<file path="config.mk">
export PLATFORM = sky130hd
export DESIGN_NAME = tlb_ctrl_gen2
export DESIGN_NICKNAME = d
export VERILOG_FILES = /design/src/rtl/tlb_ctrl_gen2.sv
export SDC_FILE = /design/constraint.sdc
export NUM_CORES = 1
export LEC_CHECK = 0
export BUFFER_PORTS_ARGS = -buffer_cell sky130_fd_sc_hd__buf_2
export CAP_MARGIN = 20
export CORE_ASPECT_RATIO = 1.4
export CORE_MARGIN = 2
export CORE_UTILIZATION = 51
export DETAILED_ROUTE_END_ITERATION = 10
export GPL_TIMING_DRIVEN = 0
export PLACE_DENSITY = 0.78
export SETUP_SLACK_MARGIN = 0.4
export SYNTH_ARGS = -nofsm -noshare
export SYNTH_HDL_FRONTEND = slang
export SYNTH_SLANG_ARGS = --single-unit
</file>
<file path="constraint.sdc">
create_clock -name clk -period 1.9 [get_ports clk]
set_clock_uncertainty 0.1 [all_clocks]
set_input_delay 0.38 -clock clk [delete_from_list [all_inputs] [get_ports clk]]
set_output_delay 0.38 -clock clk [all_outputs]
set_load 0.02 [all_outputs]
</file>
<file path="src/rtl/tlb_ctrl_gen2.sv">
// rtl/tlb_ctrl_gen2.sv - TLB miss/flush control FSM sequencing lookup, page-table walk, update and response
module tlb_ctrl_gen2 #(
  parameter int TLB_ENTRIES = 16,
  parameter int PTW_TIMEOUT = 255,
  localparam int IDX_W = $clog2(TLB_ENTRIES),
  localparam int TO_W  = 8
) (
  input  logic             clk,
  input  logic             rst,
  input  logic             req_valid_i,
  output logic             req_ready_o,
  output logic             resp_valid_o,
  input  logic             resp_ready_i,
  output logic [1:0]       resp_fault_o,
  input  logic             flush_valid_i,
  output logic             flush_ready_o,
  output logic             ptw_req_valid_o,
  input  logic             ptw_req_ready_i,
  input  logic             ptw_resp_valid_i,
  output logic             ptw_resp_ready_o,
  input  logic             ptw_resp_err_i,
  input  logic             hit_i,
  input  logic             perm_fault_i,
  output logic             lookup_en_o,
  output logic             update_en_o,
  output logic             lru_update_en_o,
  output logic             flush_en_o,
  output logic [IDX_W-1:0] flush_idx_o,
  output logic [2:0]       state_o,
  output logic             busy_o
);

  typedef enum logic [2:0] {
    S_IDLE     = 3'd0,
    S_LOOKUP   = 3'd1,
    S_PTW_REQ  = 3'd2,
    S_PTW_WAIT = 3'd3,
    S_UPDATE   = 3'd4,
    S_RESPOND  = 3'd5,
    S_FLUSH    = 3'd6
  } state_t;

  localparam logic [1:0] F_OK      = 2'b00;
  localparam logic [1:0] F_PERM    = 2'b01;
  localparam logic [1:0] F_PTW_ERR = 2'b10;
  localparam logic [1:0] F_PTW_TO  = 2'b11;

  localparam logic [TO_W-1:0]  TO_LAST  = TO_W'(PTW_TIMEOUT - 1);
  localparam logic [IDX_W-1:0] IDX_LAST = IDX_W'(TLB_ENTRIES - 1);

  state_t            state_q, state_d;
  logic [TO_W-1:0]   cnt_q, cnt_d;
  logic [IDX_W-1:0]  idx_q, idx_d;
  logic [1:0]        fault_q, fault_d;

  always_ff @(posedge clk) begin
    if (rst) begin
      state_q <= S_IDLE;
      cnt_q   <= '0;
      idx_q   <= '0;
      fault_q <= F_OK;
    end else begin
      state_q <= state_d;
      cnt_q   <= cnt_d;
      idx_q   <= idx_d;
      fault_q <= fault_d;
    end
  end

  always_comb begin
    state_d          = state_q;
    cnt_d            = cnt_q;
    idx_d            = idx_q;
    fault_d          = fault_q;
    req_ready_o      = 1'b0;
    flush_ready_o    = 1'b0;
    resp_valid_o     = 1'b0;
    ptw_req_valid_o  = 1'b0;
    ptw_resp_ready_o = 1'b0;
    lookup_en_o      = 1'b0;
    update_en_o      = 1'b0;
    lru_update_en_o  = 1'b0;
    flush_en_o       = 1'b0;
    case (state_q)
      S_IDLE: begin
        flush_ready_o = 1'b1;
        req_ready_o   = !flush_valid_i;
        if (flush_valid_i) begin
          state_d = S_FLUSH;
          idx_d   = '0;
        end else if (req_valid_i) begin
          state_d = S_LOOKUP;
        end
      end
      S_LOOKUP: begin
        lookup_en_o = 1'b1;
        if (hit_i) begin
          state_d = S_RESPOND;
          if (perm_fault_i) begin
            fault_d = F_PERM;
          end else begin
            fault_d         = F_OK;
            lru_update_en_o = 1'b1;
          end
        end else begin
          state_d = S_PTW_REQ;
        end
      end
      S_PTW_REQ: begin
        ptw_req_valid_o = 1'b1;
        if (ptw_req_ready_i) begin
          state_d = S_PTW_WAIT;
          cnt_d   = '0;
        end
      end
      S_PTW_WAIT: begin
        ptw_resp_ready_o = 1'b1;
        // A response in the expiry cycle is checked first so it beats the timeout.
        if (ptw_resp_valid_i) begin
          if (ptw_resp_err_i) begin
            state_d = S_RESPOND;
            fault_d = F_PTW_ERR;
          end else begin
            state_d = S_UPDATE;
          end
        end else if (PTW_TIMEOUT != 0 && cnt_q == TO_LAST) begin
          state_d = S_RESPOND;
          fault_d = F_PTW_TO;
        end else begin
          cnt_d = cnt_q + TO_W'(1);
        end
      end
      S_UPDATE: begin
        update_en_o     = 1'b1;
        lru_update_en_o = 1'b1;
        state_d         = S_RESPOND;
        fault_d         = F_OK;
      end
      S_RESPOND: begin
        resp_valid_o = 1'b1;
        if (resp_ready_i) begin
          state_d = S_IDLE;
          fault_d = F_OK;
        end
      end
      S_FLUSH: begin
        flush_en_o = 1'b1;
        idx_d      = idx_q + IDX_W'(1);
        if (idx_q == IDX_LAST) state_d = S_IDLE;
      end
      default: state_d = S_IDLE;
    endcase
  end

  assign resp_fault_o = fault_q;
  assign flush_idx_o  = (state_q == S_FLUSH) ? idx_q : '0;
  assign state_o      = state_q;
  assign busy_o       = (state_q != S_IDLE);

endmodule

</file>
==> results of run 1 <==
synthesized netlist by cell type (2+ instances only):
cell type | instances | area share
a21oi_1 | 11 | 0.051
nand3b_1 | 2 | 0.014
inv_1 | 5 | 0.018
nand2_1 | 7 | 0.025
nor3b_1 | 3 | 0.021
nand4_1 | 4 | 0.023
or3_1 | 3 | 0.018
mux2i_1 | 3 | 0.028
nand3_1 | 7 | 0.033
dfxtp_1 | 17 | 0.32
nand4_2 | 2 | 0.023
nor3_1 | 4 | 0.019
xor2_1 | 4 | 0.033
buf_4 | 3 | 0.021
nor2b_1 | 3 | 0.018
clkbuf_1 | 3 | 0.011
nand2b_1 | 2 | 0.012
and2_1 | 5 | 0.029
nor2_1 | 20 | 0.070
o21ai_0 | 5 | 0.023
ha_1 | 3 | 0.035
logic make-up after synthesis:
| kind of cell | synth area share |
|---|---|
| simple gates | 0.350 |
| compound gates | 0.171 |
| flops | 0.318 |
| buf+inv | 0.0573 |
| xor+xnor | 0.0409 |
| mux | 0.0281 |
| fa+ha+maj | 0.0351 |
per-layer routing:
metal  GRT overflow  track usage
met1              1        0.718
met2             41        0.998
met3              0        0.414
met4             47         1.00
met5              0       0.0444
metrics by stage:
| step | cell area, um2 | worst slack, ns | utilization |
|---|---|---|---|
| floorplan | 1210 | 0.214 | - |
| global placement | 1380 | 0.236 | 0.697 |
| detailed placement | 1380 | 0.238 | 0.697 |
| CTS | 1840 | -0.000669 | 0.935 |
repair_timing:
item	in CTS
gates resized for setup	57
pin swaps	19
setup buffers	22
endpoints found under the setup margin	25
cloned	1
==> key figures, run 1 <==
Run status
  – Status: stopped before the end
  – Fail Step: global routing (5_1_grt)
  – First Error: [ERROR GRT-0232] Routing congestion too high. Check the congestion heatmap in the GUI.

Yosys
  – Avg Cell Area, Syn: between 7 and 8 um2
  – Main synth FF type: dfxtp_1
  – Yosys Warn Count: 0
  – Synth Cell Area: 1070 um2
  – Post-synth EDFFs: 0
  – Async set-or-reset flop fraction in the synthesized netlist: 0
  – Yosys cell types: between 40 and 50
  – Synth Register Bits: 17
  – Syn Inst Count: 136
  – Register area share after synthesis: 0.318
  – Syn Nets: 149

CTS
  – Longest Clk Path Bufs: 2
  – Hold-fix buffers, CTS: 0
  – CTS root buf: clkbuf_4
  – H-Tree Depth: 1
  – Clock Sinks: 17
  – Total clock buffers created by CTS: 3

Global route
  – GRT Total Usage: 0.760
  – Remaining Overflow, GRT: around 90
  – Largest net degree at the start of global routing: 11

Die
  – Row count: 19
  – Initial Utilization: 0.542
  – # IOs: 29
  – Die width: 42.7 um
  – Die Y: about 58 um

Placement
  – IO buf count: 28
  – Post-Place Cells: ~190
  – RePlAce Congestion: 0.790
  – Post-DP HPWL: approximately 1900 um

STA
  – Kind of the worst endpoint: primary output
  – Worst endpoint, post-GRT repair: lru_update_en_o
==> run 2, diff against run 1 <==
==> config.mk (replaced) <==
export PLATFORM = sky130hd
export DESIGN_NAME = tlb_ctrl_gen2
export DESIGN_NICKNAME = d
export VERILOG_FILES = /design/src/rtl/tlb_ctrl_gen2.sv
export SDC_FILE = /design/constraint.sdc
export NUM_CORES = 1
export LEC_CHECK = 0
export BUFFER_PORTS_ARGS = -buffer_cell sky130_fd_sc_hd__buf_2
export CAP_MARGIN = 20
export CORE_AREA = 2 2 63 65
export DETAILED_ROUTE_END_ITERATION = 10
export DIE_AREA = 0 0 65 67
export GPL_TIMING_DRIVEN = 0
export PLACE_DENSITY_LB_ADDON = 0.15
export SYNTH_ARGS = -nofsm -noshare
export SYNTH_HDL_FRONTEND = slang
export SYNTH_SLANG_ARGS = --single-unit
==> key figures, run 2 <==
Critical path
  – Slowest CP cell: dfxtp_1
  – Critical path cell sequence: buf_6 -> buf_8 -> nor3b_4 -> a31o_2 -> buf_4
  – Max stage delay on crit path: between 0.3 and 0.4 ns
  – Startpoint class of the critical path: register
  – Worst Path Required: 1.42 ns
  – Worst-path fanout max: 10
  – Kind of critical path: reg -> out
  – Critical Path End Type: output port
  – Data arrival, critical path: 1.36 ns

Power
  – Pwr dens: 1290 nW/um2
  – PnR Total Power: 1880 uW
  – Maximum VDD drop: 0.000772 V
  – Leakage: about 0.00066 uW

Global route
  – Vias in the first global route: around 1000
  – GRT Total Usage: 0.130
  – First-pass GRT wire length: 4430 um
  – Remaining Overflow, GRT: 0
  – Largest net degree at the start of global routing: 11
  – Antenna violations before repair: 0

Yosys
  – Synth Register Bits: 17 (unchanged)
  – Post-synth top area cell: dfxtp_1
  – Post-synth EDFFs: 0 (unchanged)
  – Synth Cell Area: 1070 um2 (unchanged)
  – Avg Cell Area, Syn: 7.87 um2 (unchanged)
  – Async set-or-reset flop fraction in the synthesized netlist: 0 (unchanged)
  – Syn Inst Count: 136 (unchanged)
  – Register area share after synthesis: 0.318 (unchanged)
  – Synth cell count leaders: 20 x nor2_1, 17 x dfxtp_1, 11 x a21oi_1
  – Share of the synthesized area in the top cell type: 0.318 (unchanged)
  – Yosys Warn Count: 0 (unchanged)
  – Top area cells in the synthesized netlist: dfxtp_1 32%, nor2_1 7.0%, a21oi_1 5.1%, ha_1 3.5%, nand3_1 3.3%
  – Syn Nets: 149 (unchanged)
  – Most frequent cell after synthesis: nor2_1
  – Yosys cell types: 41 (unchanged)
  – Main synth FF type: dfxtp_1

Routing
  – Post-detailed-routing wire length: 2700 um
  – Wire length per cell: 12.3 um
  – DR pass1 iterations: 4
  – Number of vias per cell: 4.84
  – Antenna-violating nets left: 0
  – Iteration-0 DRC Markers: 31
  – Detailed-route via count: between 1000 and 1500
  – Number of remaining DRC errors: 0

Final layout
  – Nets@finish: 186
  – ANT cells: 0
  – Commonest non-fill, non-tap cell in the layout: buf_2
  – Largest Register: cnt_q
  – Filler Cell Count: 375
  – Max reg flops: 8
  – Finished Core Util: 0.404
  – Commonest non-fill, non-tap cells in the layout: 28 x buf_2, 19 x nor2_1, 15 x dfxtp_1, 11 x a21oi_1, 7 x nand2_1
  – Layout cells sized above 1: 0.326
  – Area grow syn2layout: 36.3%

STA
  – RSZ-0062 raised after global routing: yes
  – Final Hold Viols: 0
  – Max Slew Vio Count: 0
  – Slew margin rel.: 0.673
  – Tcrit/Tclk final: 0.968
  – Final Setup Violations: 0
  – Worst hold slack: around 0.21 ns
  – Achievable Freq: approximately 540 MHz
  – Worst-margin pin slew: 0.490 ns
  – Fin crit period: around 1.8 ns
  – Setup TNS: 0 ns

Die
  – Die Y: 67 um (+15%)
  – Core ar.: 3610 um2
  – Row count: 22 (+3)
  – Initial Utilization: 0.297 (-0.245)
  – Die width: 65 um (+52%)
  – # IOs: 29 (unchanged)
  – Die Area: 4360 um2

Run status
  – Status: completed

CTS
  – Worst-Skew Late Latency: approximately 0.26 ns
  – Clock Sinks: 17 (unchanged)
  – CTS root buf: clkbuf_8
  – CTS tree: done
  – Hold-fix buffers, CTS: 0 (unchanged)
  – Longest Clk Path Bufs: 2 (unchanged)
  – H-Tree Depth: 1 (unchanged)
  – Total clock buffers created by CTS: 3 (unchanged)
  – Clock slew at reported path FFs: 0.07 ns

Job
  – Max-Cap Viols: 0

Worst hold path
  – Hold Crit Class: in -> reg

Placement
  – RePlAce Congestion: 0.767 (-2.9%)
  – IO buf count: 28 (unchanged)
  – Post-DP HPWL: 1900 um (+0.95%)
## run 2: cell counts after synthesis
Identical to the previous run, type by type.
## run 2: worst paths after layout
kind | end | slack, ns | cells past startpoint | from
setup / recovery | lru_update_en_o | 0.06 | 5 | state_o[2]
setup reg to reg | state_o[1] | 0.11 | 7 | cnt_q[0]
hold reg to reg | resp_fault_o[1] | 0.40 | 2 | resp_fault_o[1]
hold / removal | cnt_q[1] | 0.21 | 2 | rst
## run 2: cell type report
| class | instances | area, um2 | area share |
|---|---|---|---|
| Sequential cell | 17 | 345 | 0.237 |
| Multi-Input combinational cell | 106 | 727 | 0.499 |
| Timing Repair Buffer | 33 | 178 | 0.122 |
| Inverter | 6 | 25.0 | 0.0172 |
| Tap cell | 48 | 60.1 | 0.0412 |
| Buffer | 6 | 77.6 | 0.0532 |
| Clock buffer | 4 | 45.0 | 0.0309 |
## run 2: per-stage QoR
stage                     instances  setup WS, ns  cell area [um2]
after floorplan                 136       -0.0100             1110
after global placement          212         0.109             1310
after detailed placement        212         0.104             1310
after CTS                       216      0.000298             1400
after global routing            220      -0.00550             1460
final                           220        0.0610             1460
## run 2: routing by layer
layer / vias to the layer above / share of wire / wire (um) / global-route usage
li1: 551 / - / - / -
met1: 493 / 0.48 / 1290 / 0.160
met2: 19 / 0.48 / 1290 / 0.223
met3: 2 / 0.036 / 98 / 0.0372
met4: 0 / 0.0059 / 16 / 0.0319
met5: - / 0 / 0 / 0
## run 2: where the power goes
group | total, uW | internal (uW) | leakage, uW | switching, uW
Sequential | 463 | 407 | 0.000139 | 55.5
Combinational | 1130 | 501 | 0.000502 | 631
Clock | 283 | 149 | 0.0000228 | 134
## run 2: kinds of logic (layout without fill, tap and decap cells)
family | after synthesis | count (layout) | synth area share
and+or+nand+nor | 67 | 67 | 0.350
DFF | 17 | 17 | 0.318
AOI/OAI and AO/OA | 28 | 28 | 0.171
adders and majority gates | 3 | 3 | 0.0351
muxes | 3 | 3 | 0.0281
xor gates and xnor gates | 5 | 5 | 0.0409
buffers and inverters | 13 | 49 | 0.0573
## run 2: worst max-delay path: cells and delay by family (launching register included)
kind / cells / cell delay, ns
buffers and inverters: 3 / 0.43
AO/OA/AOI/OAI: 1 / 0.20
flip-flops: 1 / 0.32
AND/OR/NAND/NOR: 1 / 0.15
## run 2: repair_timing
action | 4_1_cts | 5_1_grt
buffers inserted | 0 | 4
pin swaps | 0 | 2
setup endpoints to repair | 8 | 7
cloned | 0 | 1
gates resized for setup | 12 | 7
No activity file was read; power rests on OpenSTA's default activity.
==> run 3, diff against run 2 <==
--- a/config.mk
+++ b/config.mk
@@ -5,9 +5,11 @@
 export SDC_FILE = /design/constraint.sdc
 export NUM_CORES = 1
 export LEC_CHECK = 0
+export ABC_AREA = 1
 export BUFFER_PORTS_ARGS = -buffer_cell sky130_fd_sc_hd__buf_2
 export CAP_MARGIN = 20
 export CORE_AREA = 2 2 63 65
+export CTS_CLUSTER_DIAMETER = 120
 export DETAILED_ROUTE_END_ITERATION = 10
 export DIE_AREA = 0 0 65 67
 export GPL_TIMING_DRIVEN = 0
==> key figures, run 3 <==
CTS
  – Longest Clk Path Bufs: 2 (unchanged)
  – Total clock buffers created by CTS: 3 (unchanged)
  – CTS tree: done
  – Clock slew at reported path FFs: 0.07 ns (about the same)
  – H-Tree Depth: 1 (unchanged)
  – Hold-fix buffers, CTS: 0 (unchanged)
  – CTS root buf: clkbuf_8
  – Clock Sinks: 17 (unchanged)
  – Worst-Skew Late Latency: 0.26 ns (about the same)

Critical path
  – Critical Path End Type: output port
  – Worst-path fanout max: 10 (unchanged)
  – R2r endpoint: resp_fault_o[1]
  – Top delay family on crit path: flip-flops
  – R2r setup slk: 0.26 ns (+0.15 ns)
  – Data arrival, critical path: 1.36 ns (about the same)
  – Startpoint class of the critical path: register
  – WP buf/inv: 2 (-1)
  – Max stage delay on crit path: 0.39 ns (+0.07 ns)
  – Worst Path Required: 1.42 ns (about the same)
  – Worst R2R Path Depth: 11 (+4)
  – RR Startpoint: cnt_q[0]
  – Critical path cell sequence: buf_6 -> nand3_1 -> o31ai_1 -> buf_2
  – Slowest CP cell: dfxtp_4
  – Kind of critical path: reg -> out

Power
  – Sw Ratio: 0.472 (+0.0350)
  – Leakage: 0.000678 uW (+2.1%)
  – PnR Total Power: 1690 uW (-9.8%)
  – Power share of the combinational group: 0.552 (-0.051)
  – Clock network fraction of total power: 0.166 (+0.015)
  – Maximum VDD drop: 0.000363 V (-53%)
  – Sw Pwr: 799 uW (-2.5%)
  – Pwr dens: 1180 nW/um2 (-8.3%)
  – Int Power: 895 uW (-15%)
  – Sequential power share: 0.282 (+0.036)

Worst hold path
  – Hold path start: ptw_req_ready_i
  – Hold Crit Class: in -> reg
  – Hold Path Cell Cnt: 4 (+2)
  – WHS Endpoint: cnt_q[6]

Final layout
  – Largest Register: cnt_q
  – Max reg flops: 8 (unchanged)
  – ANT cells: 0 (unchanged)
  – Nets@finish: 233 (+25%)
  – Area of the multi-input gates: 682 um2 (-6.2%)
  – Filler Cell Count: 400 (+6.7%)
  – Commonest non-fill, non-tap cells in the layout: 41 x nand2_1, 36 x nor2_1, 26 x buf_2, 22 x inv_1, 18 x nand3_1
  – Commonest non-fill, non-tap cell in the layout: nand2_1
  – Layout cells sized above 1: 0.228 (-0.0973)
  – Finished Core Util: 0.398 (-0.00625)
  – Seq. cell area: 345 um2 (unchanged)
  – Area grow syn2layout: 26.6%

Routing
  – Wire length per cell: 10.6 um (-14%)
  – Iteration-0 DRC Markers: 76 (+150%)
  – Uppermost routed layer: met4
  – Met2 Wirelength: 1150 um (-11%)
  – DR pass1 iterations: 4 (unchanged)
  – Number of vias per cell: 4.44 (-8.2%)
  – Post-detailed-routing wire length: 2820 um (+4.4%)
  – Detailed-route via count: 1186 (+11%)
  – Number of remaining DRC errors: 0 (unchanged)
  – DRT met1 WL: 1450 um (+12%)
  – Met3 WL: 154 um (+57%)
  – Antenna-violating nets left: 0 (unchanged)

Die
  – Row count: 22 (unchanged)
  – Initial Utilization: 0.314 (+0.0177)
  – Die width: 65 um (unchanged)
  – Die Y: 67 um (unchanged)
  – # IOs: 29 (unchanged)
  – Die Area: 4360 um2 (unchanged)
  – Core ar.: 3610 um2 (unchanged)

Placement
  – IO buf count: 27 (-3.6%)
  – RePlAce Congestion: 0.818 (+6.7%)
  – Post-DP HPWL: 2150 um (+13%)
  – Pre-CTS WS: 0.229 ns (+0.124 ns)

STA
  – Setup TNS: 0 ns (unchanged)
  – Tcrit/Tclk final: 0.970 (+0.00165)
  – Final Setup Violations: 0 (unchanged)
  – Max Slew Vio Count: 0 (unchanged)
  – Final Hold Viols: 0 (unchanged)
  – Final worst setup slack: 0.0579 ns (-0.00313 ns)
  – Fin crit period: 1.84 ns (+0.00313 ns)
  – Slew margin rel.: 0.621 (-0.0524)
  – RSZ-0062 raised after global routing: yes
  – Achievable Freq: 543 MHz (-0.17%)
  – Worst-margin pin slew: 0.568 ns (+0.0786 ns)
  – Worst hold slack: 0.350 ns (+0.136 ns)

Yosys
  – Post-synth top area cell: dfxtp_1
  – Main synth FF type: dfxtp_1
  – Most frequent cell after synthesis: nand2_1
  – Register area share after synthesis: 0.300 (-0.0179)
  – Top area cells in the synthesized netlist: dfxtp_1 30%, nand2_1 14%, nor2_1 12%, nand3_1 7.9%, inv_1 7.3%
  – Async set-or-reset flop fraction in the synthesized netlist: 0 (unchanged)
  – Share of the synthesized area in the top cell type: 0.300 (-0.0179)
  – Yosys Warn Count: 0 (unchanged)
  – Yosys cell types: 28 (-32%)
  – Post-synth EDFFs: 0 (unchanged)
  – Syn Inst Count: 182 (+34%)
  – Synth Cell Area: 1130 um2 (+6.0%)
  – Syn Nets: 195 (+31%)
  – Avg Cell Area, Syn: 6.23 um2 (-21%)
  – Synth cell count leaders: 41 x nand2_1, 36 x nor2_1, 22 x inv_1
  – Synth Register Bits: 17 (unchanged)

Global route
  – Vias in the first global route: 1018 (+0.99%)
  – Remaining Overflow, GRT: 0 (unchanged)
  – GRT Total Usage: 0.134 (+0.00415)
  – Largest net degree at the start of global routing: 11 (unchanged)
  – Antenna violations before repair: 0 (unchanged)
  – First-pass GRT wire length: 4460 um (+0.63%)

Run status
  – Status: completed

Job
  – Max-Cap Viols: 0 (unchanged)
run 3: changes by cell type after synthesis, moves of 3 or more:
cell,change
nand2_1,+34
inv_1,+17
nor2_1,+16
nand3_1,+11
and2_1,-5
mux2i_1,-3
nand4_1,-3
nor2b_1,-3
nor3_1,-3
or3_1,-3
run 3: worst max path at each step:
stage	start	to	depth (start not counted)	slack, ns
floorplan	state_o[0]	lru_update_en_o	3	0.02
global placement	state_o[0]	lru_update_en_o	4	0.20
detailed placement	state_o[0]	lru_update_en_o	4	0.23
CTS	state_o[2]	flush_idx_o[1]	6	0.006
global route	state_o[2]	ptw_resp_ready_o	5	-0.02
finish	state_o[0]	lru_update_en_o	4	0.06
run 3: final cells by class:
class	instances	area share
Multi-Input combinational cell	137	0.475
Inverter	25	0.0654
Buffer	3	0.0183
Clock buffer	4	0.0314
Timing Repair Buffer	33	0.127
Sequential cell	17	0.241
Tap cell	48	0.0418
run 3: metal layers:
layer,up-vias,GRT usage
li1,656,-
met4,0,0.0798
met2,28,0.205
met3,6,0.0236
met1,496,0.176
met5,-,0
run 3: through the flow:
step,cells,instance area (um2)
CTS,261,1380
global placement,257,1330
floorplan,182,1140
detailed placement,257,1330
global route,267,1440
finish,267,1440
run 3: power groups by stage:
stage | Clock [uW] | Sequential (uW) | Combinational [uW]
after floorplan | 0 | 521 | 605
after global placement | 0 | 477 | 903
after detailed placement | 0 | 478 | 895
after CTS | 296 | 474 | 899
after global routing | 307 | 486 | 1040
final | 281 | 477 | 936
run 3: logic make-up (layout without fill, tap and decap cells):
kind of cell	after synthesis	in the layout	share of synthesized area
AND/OR/NAND/NOR	105	105	0.406
flip-flops	17	17	0.300
buffers and inverters	28	65	0.103
XOR/XNOR	3	3	0.0232
adder cells (fa/ha/maj)	3	3	0.0331
AO/OA/AOI/OAI	26	26	0.135
run 3: repair_timing:
item | in CTS | in global routing
setup buffers | 0 | 6
resized for setup | 2 | 3
pin swaps | 0 | 1
setup endpoints to repair | 5 | 7
run 3: worst reg2reg max path, cell delays in order (launching register included):
cell and delay (ns):
dfxtp_1 0.34, inv_1 0.08, ha_1 0.17, nand2_1 0.05, nor2_1 0.13, nand2_1 0.09, nand2_1 0.12, nand2_1 0.06
nor2_1 0.21, nand2_1 0.08, nand2_1 0.06, nor2_1 0.04
